<file path="src/rtl/sweep_ctrl_pkg.sv">
// Shared types for the sweep counter controller: FSM states and sweep mode encodings.
package sweep_ctrl_pkg;

    localparam int MODE_W = 2;

    typedef enum logic [1:0] {
        IDLE = 2'b00,
        UP   = 2'b01,
        DOWN = 2'b10
    } state_e;

    typedef enum logic [MODE_W-1:0] {
        MODE_UP   = 2'b00,
        MODE_DOWN = 2'b01,
        MODE_TRI  = 2'b10,
        MODE_RSVD = 2'b11
    } mode_e;

endpackage

</file>
<file path="src/rtl/updown_counter_core.sv">
// Bare WIDTH-bit up/down counter datapath: load has priority over stepping.
module updown_counter_core #(
    parameter int WIDTH = 4
) (
    input  logic             clk,
    input  logic             reset,
    input  logic             load,
    input  logic [WIDTH-1:0] load_val,
    input  logic             en,
    input  logic             up,
    output logic [WIDTH-1:0] count
);

    always_ff @(posedge clk) begin
        if (reset)
            count <= '0;
        else if (load)
            count <= load_val;
        else if (en)
            count <= up ? count + WIDTH'(1) : count - WIDTH'(1);
    end

endmodule

</file>
<file path="src/rtl/sweep_counter_ctrl.sv">
// Sweep sequencer over updown_counter_core: up ramp, down ramp or triangle between latched limits.
// Optional SWEEP_PAUSE_EN adds a pause input that freezes a running sweep.
module sweep_counter_ctrl
    import sweep_ctrl_pkg::*;
#(
    parameter int WIDTH   = 4,
    parameter int SWEEP_W = 8
) (
    input  logic               clk,
    input  logic               reset,
    input  logic               start,
    input  logic               stop,
    input  logic [1:0]         mode,
    input  logic [WIDTH-1:0]   lo_limit,
    input  logic [WIDTH-1:0]   hi_limit,
    input  logic [SWEEP_W-1:0] sweeps,
`ifdef SWEEP_PAUSE_EN
    input  logic               pause,
`endif
    output logic [WIDTH-1:0]   count,
    output logic               upcnt,
    output logic               busy,
    output logic               done,
    output logic               err
);

    state_e             state, state_n;
    logic [1:0]         mode_r;
    logic [WIDTH-1:0]   lo_r, hi_r;
    logic [SWEEP_W-1:0] sweeps_r, sweep_cnt, sweep_n, sweep_inc;
    logic               upcnt_n, busy_n, done_n, err_n, cfg_load;
    logic               ld, step, step_up, last_sweep, pause_act;
    logic [WIDTH-1:0]   ld_val;

`ifdef SWEEP_PAUSE_EN
    assign pause_act = pause;
`else
    assign pause_act = 1'b0;
`endif

    // sweeps_r == 0 means continuous: the sweep counter then wraps and never terminates the run
    assign sweep_inc  = sweep_cnt + SWEEP_W'(1);
    assign last_sweep = (sweeps_r != '0) && (sweep_inc == sweeps_r);

    updown_counter_core #(.WIDTH(WIDTH)) u_core (
        .clk      (clk),
        .reset    (reset),
        .load     (ld),
        .load_val (ld_val),
        .en       (step),
        .up       (step_up),
        .count    (count)
    );

    always_comb begin
        state_n  = state;
        upcnt_n  = upcnt;
        busy_n   = busy;
        done_n   = 1'b0;
        err_n    = 1'b0;
        sweep_n  = sweep_cnt;
        cfg_load = 1'b0;
        ld       = 1'b0;
        ld_val   = lo_r;
        step     = 1'b0;
        step_up  = 1'b1;
        case (state)
            IDLE: begin
                if (start && !stop) begin
                    if (mode == MODE_RSVD || lo_limit > hi_limit) begin
                        err_n = 1'b1;
                    end else begin
                        cfg_load = 1'b1;
                        sweep_n  = '0;
                        busy_n   = 1'b1;
                        ld       = 1'b1;
                        if (mode == MODE_DOWN) begin
                            state_n = DOWN;
                            ld_val  = hi_limit;
                            upcnt_n = 1'b0;
                        end else begin
                            state_n = UP;
                            ld_val  = lo_limit;
                            upcnt_n = 1'b1;
                        end
                    end
                end
            end
            UP: begin
                if (stop) begin
                    state_n = IDLE;
                    busy_n  = 1'b0;
                end else if (!pause_act) begin
                    if (count < hi_r) begin
                        step    = 1'b1;
                        step_up = 1'b1;
                    end else if (mode_r == MODE_TRI) begin
                        // turning point: a degenerate lo==hi range keeps the count at hi
                        state_n = DOWN;
                        upcnt_n = 1'b0;
                        ld      = 1'b1;
                        ld_val  = (lo_r == hi_r) ? hi_r : hi_r - WIDTH'(1);
                    end else begin
                        sweep_n = sweep_inc;
                        if (last_sweep) begin
                            state_n = IDLE;
                            busy_n  = 1'b0;
                            done_n  = 1'b1;
                        end else begin
                            ld     = 1'b1;
                            ld_val = lo_r;
                        end
                    end
                end
            end
            DOWN: begin
                if (stop) begin
                    state_n = IDLE;
                    busy_n  = 1'b0;
                end else if (!pause_act) begin
                    if (count > lo_r) begin
                        step    = 1'b1;
                        step_up = 1'b0;
                    end else begin
                        sweep_n = sweep_inc;
                        if (last_sweep) begin
                            state_n = IDLE;
                            busy_n  = 1'b0;
                            done_n  = 1'b1;
                        end else if (mode_r == MODE_TRI) begin
                            state_n = UP;
                            upcnt_n = 1'b1;
                            ld      = 1'b1;
                            ld_val  = (lo_r == hi_r) ? lo_r : lo_r + WIDTH'(1);
                        end else begin
                            ld     = 1'b1;
                            ld_val = hi_r;
                        end
                    end
                end
            end
            default: begin
                state_n = IDLE;
                busy_n  = 1'b0;
            end
        endcase
    end

    always_ff @(posedge clk) begin
        if (reset) begin
            state     <= IDLE;
            upcnt     <= 1'b1;
            busy      <= 1'b0;
            done      <= 1'b0;
            err       <= 1'b0;
            sweep_cnt <= '0;
            mode_r    <= MODE_UP;
            lo_r      <= '0;
            hi_r      <= '0;
            sweeps_r  <= '0;
        end else begin
            state     <= state_n;
            upcnt     <= upcnt_n;
            busy      <= busy_n;
            done      <= done_n;
            err       <= err_n;
            sweep_cnt <= sweep_n;
            if (cfg_load) begin
                mode_r   <= mode;
                lo_r     <= lo_limit;
                hi_r     <= hi_limit;
                sweeps_r <= sweeps;
            end
        end
    end

endmodule
</file>
<file path="config.mk">
export PLATFORM = sky130hd
export DESIGN_NAME = sweep_counter_ctrl
export DESIGN_NICKNAME = d
export VERILOG_FILES = /design/src/rtl/sweep_ctrl_pkg.sv /design/src/rtl/updown_counter_core.sv /design/src/rtl/sweep_counter_ctrl.sv
export SDC_FILE = /design/constraint.sdc
export NUM_CORES = 1
export LEC_CHECK = 0
export CAP_MARGIN = 40
export CELL_PAD_IN_SITES_DETAIL_PLACEMENT = 1
export CELL_PAD_IN_SITES_GLOBAL_PLACEMENT = 1
export CORE_MARGIN = 1.5
export CORE_UTILIZATION = 40
export CTS_CLUSTER_SIZE = 40
export DETAILED_ROUTE_END_ITERATION = 12
export GPL_TIMING_DRIVEN = 1
export PLACE_DENSITY_LB_ADDON = 0.1
export RECOVER_POWER = 100
export SYNTH_ARGS = -nofsm -noshare
export SYNTH_HDL_FRONTEND = slang
export SYNTH_SLANG_ARGS = --single-unit
</file>
<file path="constraint.sdc">
create_clock -name clk -period 4.04 [get_ports clk]
set_input_delay 0.808 -clock clk [delete_from_list [all_inputs] [get_ports clk]]
set_output_delay 0.808 -clock clk [all_outputs]
set_load 0.05 [all_outputs]
</file>
==> impl_metrics.yaml, run 1 <==
outcome:
  status: "finished clean"
grt:
  grt_pass1_vias: 2861
  grt_pass1_wl_mm: 13.9
  grt_max_degree: 20
  antenna_found_initial: 0
  grt_usage_pct: 23.1
  grt_overflow: 0
setup_path:
  cp.arrival_ps: 3630
  cp_cell_sequence: "inv_1 -> ha_1 -> and3b_4 -> a2111oi_4 -> or3_1 -> inv_1 -> ha_1 -> a21o_1 -> a21oi_1 -> or4_1 -> o211ai_1 -> xnor2_1 -> a21oi_1 -> a211oi_1"
  cp.required_ps: 4240
  cp_slowest_cell: "dfxtp_1"
  criticalPathCategory: "register to register"
  timing.critical_path.max_delay_family: "compound AO/OA/AOI/OAI gates"
  cp-start-kind: "register"
  max_stage_delay_ps: 520
  path_buf_inv: 2
  end_kind: "register"
  path_max_fanout: 7
synthesis:
  synthesis.nets: 422
  synth.yosys.seq_area_share_pct: 25.3
  yosysTopAreaCell: "dfxtp_1"
  ys_types: 65
  netlist_area_um2: 2850
  ys_top_cells_by_count: "nand2_1 (53), a21oi_1 (42), dfxtp_1 (36)"
  ys_ff_latch: 36
  synth_top_cell_area_share_pct: 25.3
  synth_area_leaders: "dfxtp_1 (25%), ha_1 (8.8%), a21oi_1 (7.4%)"
  avgSynthCellArea_um2: 7.53
  yosys_warnings: 0
  synthCells: 379
  synth_most_common_cell: "nand2_1"
  synth_edf_count: 0
  synthArstFlopShare_pct: 0
  synthFlopType: "dfxtp_1"
pwr:
  pwr-share-seq_pct: 29.4
  combPwrFrac_pct: 48.3
  power_switching_w: 0.000661
  leakage_nw: 1.21
  swShare_pct: 43.7
  ir_worst_vdd_uv: 152
  power.density_nw_per_um2: 457
  clockPowerShare_pct: 22.3
  p_int_w: 0.000851
timing:
  skew_ps: 13.9
  rsz0062_at_grt: "false"
  setup_viol: 0
  maxSlewViolCount: 0
  fin_crit_sh_pct: 85.1
  fin_ws_ps: 603
  hold_viol: 0
  max_slew.worst_pin.slew_ps: 842
  setup_tns_ps: 0
  max-slew-margin-rel_pct: 43.3
  period_minus_slack_ps: 3440
  clock.fmax_mhz: 291
routing:
  totalWireLength_mm: 8.23
  vias: 2841
  drc: 0
  drt_iter0_markers: 133
  wire_per_inst_um: 16.6
  viasPerCell: 5.74
  drt_first_pass_iters: 4
  postRouteAntennaNets: 0
die:
  rows: 30
  io-pin-count: 30
  core_um2: 6830
  die_x_um: 87.5
  floorplan.initialDensity_pct: 41.8
  die_height_um: 87.5
  dieArea_um2: 7650
layout:
  drive_above_1_share_pct: 4.51
  final_nets: 441
  fillerInstances: 875
  postLayoutCoreUtil_pct: 48.4
  multi_input_area_um2: 1960
  syn_to_final_growth_pct: 16.0
  seqCellArea_um2: 721
  antennaDiodeCount: 0
hold_path:
  hold_path.class: "register to register"
place:
  gp_congestion: 0.844
  place_hpwl_mm: 6.42
  io_buffers: 29
  post-place-ws_ps: 389
clock_tree:
  cts_setup_buffers: 0
  cts_tree: "built"
  cts_num_sinks: 36
  h-tree-depth: 2
  cts.repair.resized: 0
  clk_pin_slew_ps: 80
  ctsHoldBuffers: 0
  clockBufferDepth: 2
  clock_latency_ps: 300
  cts_buffers: 5
  root_buffer: "clkbuf_8"
run:
  cap_violations: 0
## final cells by class
class | instances | share of cell area (%)
well taps | 96 | 3.63
clock inverters | 3 | 1.40
clock buffers | 5 | 2.08
inverters | 21 | 2.38
flip-flops and latches | 36 | 21.8
repair buffers | 33 | 9.57
multi-input cells | 301 | 59.2
## power groups by stage
stage | Clock (W) | Sequential, W | Combinational (W)
after floorplan | 0 | 0.000501 | 0.000486
after global placement | 0 | 0.000451 | 0.000727
after detailed placement | 0 | 0.000454 | 0.000740
after CTS | 0.000341 | 0.000446 | 0.000745
after global routing | 0.000356 | 0.000450 | 0.000800
final | 0.000337 | 0.000444 | 0.000730
## path summary, 6_finish.rpt
check / slack [ps] / cells past startpoint / endpoint / from
setup / recovery: 600 / 14 / u_core.count[3] / lo_r[2]
hold / removal: 470 / 2 / mode_r[0] / mode_r[0]
setup reg to reg: 600 / 14 / u_core.count[3] / lo_r[2]
hold reg to reg: 470 / 2 / mode_r[0] / mode_r[0]
## worst min-delay path, cell delays in order (launching register included)
cell and delay, ps:
dfxtp_1 320, nand2_1 50, a21oi_1 50
## cells in the final DEF, fill, tap and decap left out, drive strengths merged, types with 3 or more instances in the layout
master and count:
a211o 4, a211oi 7, a21oi 43, a31oi 3, and2 7, and3 3, buf 3, clkbuf 6
clkdlybuf4s50 20, dfxtp 36, dlygate4sd3 9, ha 20, inv 21, mux2i 5, nand2 53, nand2b 4
nand3 11, nand4 6, nand4b 4, nor2 25, nor2b 3, nor3 8, nor4 5, o211ai 5
o21ai 19, or4 7, xnor2 12, xor2 6
## metal layers
| layer | vias up | track usage, % | wire, µm |
|---|---|---|---|
| li1 | 1416 | - | - |
| met1 | 1375 | 32.7 | 4190 |
| met2 | 46 | 37.0 | 3750 |
| met3 | 4 | 4.08 | 252 |
| met4 | 0 | 3.75 | 38 |
| met5 | - | 0 | 0 |
## cell families after synthesis
logic type | after synthesis | synth area share [%]
mux | 7 | 2.54
buf+inv | 42 | 5.96
simple gates | 150 | 27.1
xor+xnor | 18 | 5.53
fa+ha+maj | 21 | 9.47
compound gates | 105 | 24.1
flops | 36 | 25.3
## flip-flops by register name, indices dropped and copies added (netlist names)
register	flops
sweeps_r	8
done	1
err	1
sweep_cnt	8
mode_r	2
busy	1
hi_r	4
lo_r	4
u_core.count	4
state	2
upcnt	1
## per-stage QoR
step,total power (W),area (µm²),hold WS [ps],std cells
2_1_floorplan,0.000987,2850,445,379
3_3_place_gp,0.00118,3200,452,487
3_5_place_dp,0.00119,3200,462,487
4_1_cts,0.00153,3320,474,495
5_1_grt,0.00161,3310,495,495
6_report,0.00151,3310,474,495
Note: power is estimated with default switching activity, not from simulation.
==> inputs of run 2 (changes only) <==
Clock period 4.04 ns to 4.4 ns, I/O delays scaled along.
==> run 2 against run 1 <==
Hold slack about the same. Utilization fell by 0.11 points. First-iteration DRC count decreased by 7.5%. Via count decreased by 1.5%. Sequential power is 8.6% lower. Highest routed layer unchanged. Largest cell class unchanged. Sequential share of layout area about the same. Largest power group unchanged.
==> impl_metrics.yaml, run 2 (synthesis gave the netlist of run 1 again) <==
routing:
  postRouteAntennaNets: 0
  viasPerCell: 5.65
  drt_first_pass_iters: 4
  drt_iter0_markers: 123
  totalWireLength_mm: 8.22
  vias: 2799
  wire_per_inst_um: 16.6
  drc: 0
timing:
  max-slew-margin-rel_pct: 43.1
  holdWs_ps: 474
  rsz0062_at_grt: "false"
  fin_crit_sh_pct: 80.8
  maxSlewViolCount: 0
  period_minus_slack_ps: 3550
  setup_tns_ps: 0
  max_slew.worst_pin.slew_ps: 842
  skew_ps: 6.95
  clock.fmax_mhz: 281
  setup_viol: 0
  hold_viol: 0
setup_path:
  cp.arrival_ps: 3770
  path_max_fanout: 13
  criticalPathCategory: "register to register"
  cp_common_cell: "a21oi_1"
  end_kind: "register"
  cp_slowest_cell: "or4_1"
  path_buf_inv: 1
  cp_cell_sequence: "inv_1 -> ha_1 -> and3b_4 -> a2111oi_4 -> o21ai_0 -> a21oi_1 -> nand4bb_1 -> or4_1 -> a21oi_1"
  timing.critical_path.max_delay_family: "compound AO/OA/AOI/OAI gates"
  max_stage_delay_ps: 610
  cp.required_ps: 4620
  cp-start-kind: "register"
  reg2reg_slack_ps: 850
grt:
  grt_pass1_wl_mm: 13.8
  grt_usage_pct: 23.1
  antenna_found_initial: 0
  grt_overflow: 0
  grt_pass1_vias: 2755
  grt_max_degree: 23
clock_tree:
  h-tree-depth: 2
  cts_tree: "built"
  clock_latency_ps: 290
  cts.repair.resized: 0
  cts_setup_buffers: 0
  ctsHoldBuffers: 0
  cts_buffers: 5
  clockBufferDepth: 2
  clk_pin_slew_ps: 80
  root_buffer: "clkbuf_8"
  cts_num_sinks: 36
pwr:
  p_total_w: 0.00132
  leakage_nw: 1.20
  power.density_nw_per_um2: 401
  ir_worst_vdd_uv: 139
layout:
  layout_commonest_cell: "nand2_1"
  postLayoutCoreUtil_pct: 48.3
  final_nets: 441
  drive_above_1_share_pct: 4.26
  final_cell_mix: "nand2_1 (53), a21oi_1 (43), dfxtp_1 (36)"
  layout.cells.non_filler: 495
  syn_to_final_growth_pct: 15.7
  fillerInstances: 887
  antennaDiodeCount: 0
  reg_top3: "sweep_cnt x8, sweeps_r x8"
place:
  place_hpwl_mm: 6.43
  io_buffers: 29
  post-place-cells: 487
  gp_congestion: 0.800
die:
  io-pin-count: 30
  rows: 30
  die_height_um: 87.5
  die_x_um: 87.5
  dieArea_um2: 7650
  core_um2: 6830
  floorplan.initialDensity_pct: 41.8
hold_path:
  hold_path.class: "register to register"
run:
  cap_violations: 0
outcome:
  status: "finished clean"
run 2: cell types whose count changed in the layout (fill, tap and decap cells not counted), sizes merged:
cell / delta
clkinv: +1
bufinv: -1
inv: -1
clkinvlp: +1
buf: +1
clkbuf: -1
run 2: area by class of cell:
cell class | count | area, µm² | share of cell area, %
multi-input cells | 301 | 1950 | 59.0
flip-flops and latches | 36 | 721 | 21.8
repair buffers | 33 | 340 | 10.3
well taps | 96 | 120 | 3.64
inverters | 21 | 78.8 | 2.39
clock buffers | 5 | 68.8 | 2.08
clock inverters | 3 | 23.8 | 0.720
run 2: worst min-delay path, delay by kind of cell, from the launching register on:
family / cells / cell delay (ps)
compound gates: 1 / 50
flops: 1 / 320
simple gates: 1 / 60
run 2: per-layer routing:
metal | part of all wire [%] | GRT usage (%) | vias up | routed length (µm)
li1 | - | - | 1410 | -
met1 | 51 | 32.2 | 1348 | 4190
met2 | 46 | 38.3 | 35 | 3790
met3 | 2.2 | 3.13 | 6 | 182
met4 | 0.71 | 4.04 | 0 | 58
met5 | 0 | 0 | - | 0
run 2: worst paths after layout:
path / startpoint / cells after the start / end
min reg2reg: mode_r[0] / 2 / mode_r[0]
min: mode_r[0] / 2 / mode_r[0]
max: lo_r[2] / 9 / sweep_cnt[7]
max reg2reg: lo_r[2] / 9 / sweep_cnt[7]
run 2: report_power, final:
group | internal [W] | leakage, nW | total (W) | switching [W]
sequential | 0.000362 | 0.292 | 0.000406 | 0.0000437
clock | 0.000112 | 0.0404 | 0.000252 | 0.000140
combinational | 0.000246 | 0.872 | 0.000665 | 0.000419
total | 0.000720 | 1.20 | 0.00132 | 0.000603
run 2: per-stage QoR:
step / setup WS, ps / cell area (µm²)
floorplan: 1100 / 2850
global placement: 748 / 3190
detailed placement: 618 / 3220
CTS: 913 / 3310
global route: 587 / 3300
finish: 847 / 3300
==> inputs of run 3 (changes only) <==
Settings changed: CORE_UTILIZATION 40 to 38.
Clock period 4.4 ns to 2.9 ns, I/O delays scaled along.
==> run 3 against run 2 <==
Critical path depth unchanged. Power grew 70%. Non-clock buffer count grew 38. Critical endpoint is now upcnt. Highest routed layer unchanged. Clock power rose by 48%. Largest cell class unchanged.
==> impl_metrics.yaml, run 3 (synthesis gave the netlist of run 1 again) <==
routing:
  drt_iter0_markers: 144
  totalWireLength_mm: 9.11
  drt_first_pass_iters: 4
  drc: 0
  viasPerCell: 5.55
  wire_per_inst_um: 17.0
  vias: 2983
  postRouteAntennaNets: 0
layout:
  reg_top3: "sweep_cnt x8, sweeps_r x8"
  postLayoutCoreUtil_pct: 50.3
  drive_above_1_share_pct: 15.3
  final_nets: 480
  antennaDiodeCount: 0
  layout_commonest_cell: "nand2_1"
  final_cell_mix: "nand2_1 (53), a21oi_1 (41), buf_4 (35)"
  layout.cells.non_filler: 537
  syn_to_final_growth_pct: 28.0
place:
  post-place-cells: 524
  place_hpwl_mm: 7.01
  gp_congestion: 0.877
  io_buffers: 29
timing:
  setup_viol: 0
  hold_viol: 0
  fin_crit_sh_pct: 97.5
  rsz0062_at_grt: "false"
  setup_tns_ps: 0
  holdWs_ps: 482
  period_minus_slack_ps: 2830
  max_slew.worst_pin.slew_ps: 515
  clock.fmax_mhz: 354
  max-slew-margin-rel_pct: 64.7
  skew_ps: 10.5
  maxSlewViolCount: 0
die:
  die_x_um: 89.6
  io-pin-count: 30
  core_um2: 7250
  rows: 31
  floorplan.initialDensity_pct: 39.3
  die_height_um: 89.6
  dieArea_um2: 8040
hold_path:
  hold_path.class: "register to register"
  worstHoldPathCells: 2
outcome:
  status: "finished clean"
pwr:
  leakage_nw: 1.39
  power.density_nw_per_um2: 617
  ir_worst_vdd_uv: 189
setup_path:
  cp_slowest_cell: "or4_1"
  criticalPathCategory: "primary input to register"
  path_max_fanout: 4
  cp.required_ps: 3090
  cp.arrival_ps: 3020
  max_stage_delay_ps: 570
  worst-r2r-cell-count: 11
  cp-start-kind: "primary input"
  cp_cell_sequence: "clkdlybuf4s50_1 -> inv_1 -> ha_1 -> o21ai_1 -> a221oi_2 -> o21a_1 -> clkbuf_1 -> or4_1 -> o311ai_0"
  end_kind: "register"
grt:
  grt_usage_pct: 23.4
  grt_pass1_vias: 2908
  grt_overflow: 0
  grt_max_degree: 32
  antenna_found_initial: 0
  grt_pass1_wl_mm: 14.6
clock_tree:
  ctsHoldBuffers: 0
  clockBufferDepth: 2
  h-tree-depth: 2
  cts_num_sinks: 36
  cts_buffers: 5
  cts_tree: "built"
  root_buffer: "clkbuf_8"
  clock_latency_ps: 300
  clk_pin_slew_ps: 80
run:
  cap_violations: 0
run 3: area by class of cell:
type,count,area [µm²]
fillers,915,3600
clock buffers,5,68.8
inverters,21,78.8
flip-flops and latches,36,732
repair buffers,71,587
well taps,99,124
multi-input cells,302,2040
clock inverters,3,18.8
run 3: timing repair:
action                                  in CTS  in global routing
pin swaps                                    4                  5
endpoints found under the setup margin       1                  9
resized for setup                            4                  9
cloned                                       0                  1
setup buffers                                2                  2
run 3: critical path, delay by kind of cell:
| family | cells | cell delay, ps |
|---|---|---|
| and+or+nand+nor | 1 | 570 |
| adders and majority gates | 1 | 280 |
| AOI/OAI and AO/OA | 4 | 890 |
| buffers and inverters | 3 | 690 |
run 3: path summary, 6_finish.rpt:
path                                  start        end  slack, ps
worst max register to register      lo_r[1]      upcnt        150
worst max-delay path            hi_limit[2]      upcnt         70
worst min-delay path              mode_r[0]  mode_r[0]        480
worst min register to register    mode_r[0]  mode_r[0]        480
run 3: where the power goes:
group          total (W)  internal [W]  switching [W]
Sequential      0.000613      0.000552      0.0000600
Clock           0.000372      0.000168       0.000204
Combinational    0.00127      0.000536       0.000734
run 3: stage by stage:
stage | area [µm²] | setup slack [ps] | total power [W]
2_1_floorplan | 2880 | 45.8 | 0.00139
3_3_place_gp | 3480 | -212 | 0.00180
3_5_place_dp | 3480 | -260 | 0.00184
4_1_cts | 3600 | 0.154 | 0.00223
5_1_grt | 3650 | 22.5 | 0.00240
6_report | 3650 | 72.5 | 0.00225
run 3: per-layer routing:
metal,wire [µm],global-route usage (%),up-vias
li1,-,-,1497
met1,4560,33.9,1425
met2,4140,37.2,54
met3,328,2.74,7
met4,87,5.31,0
met5,0,0,-
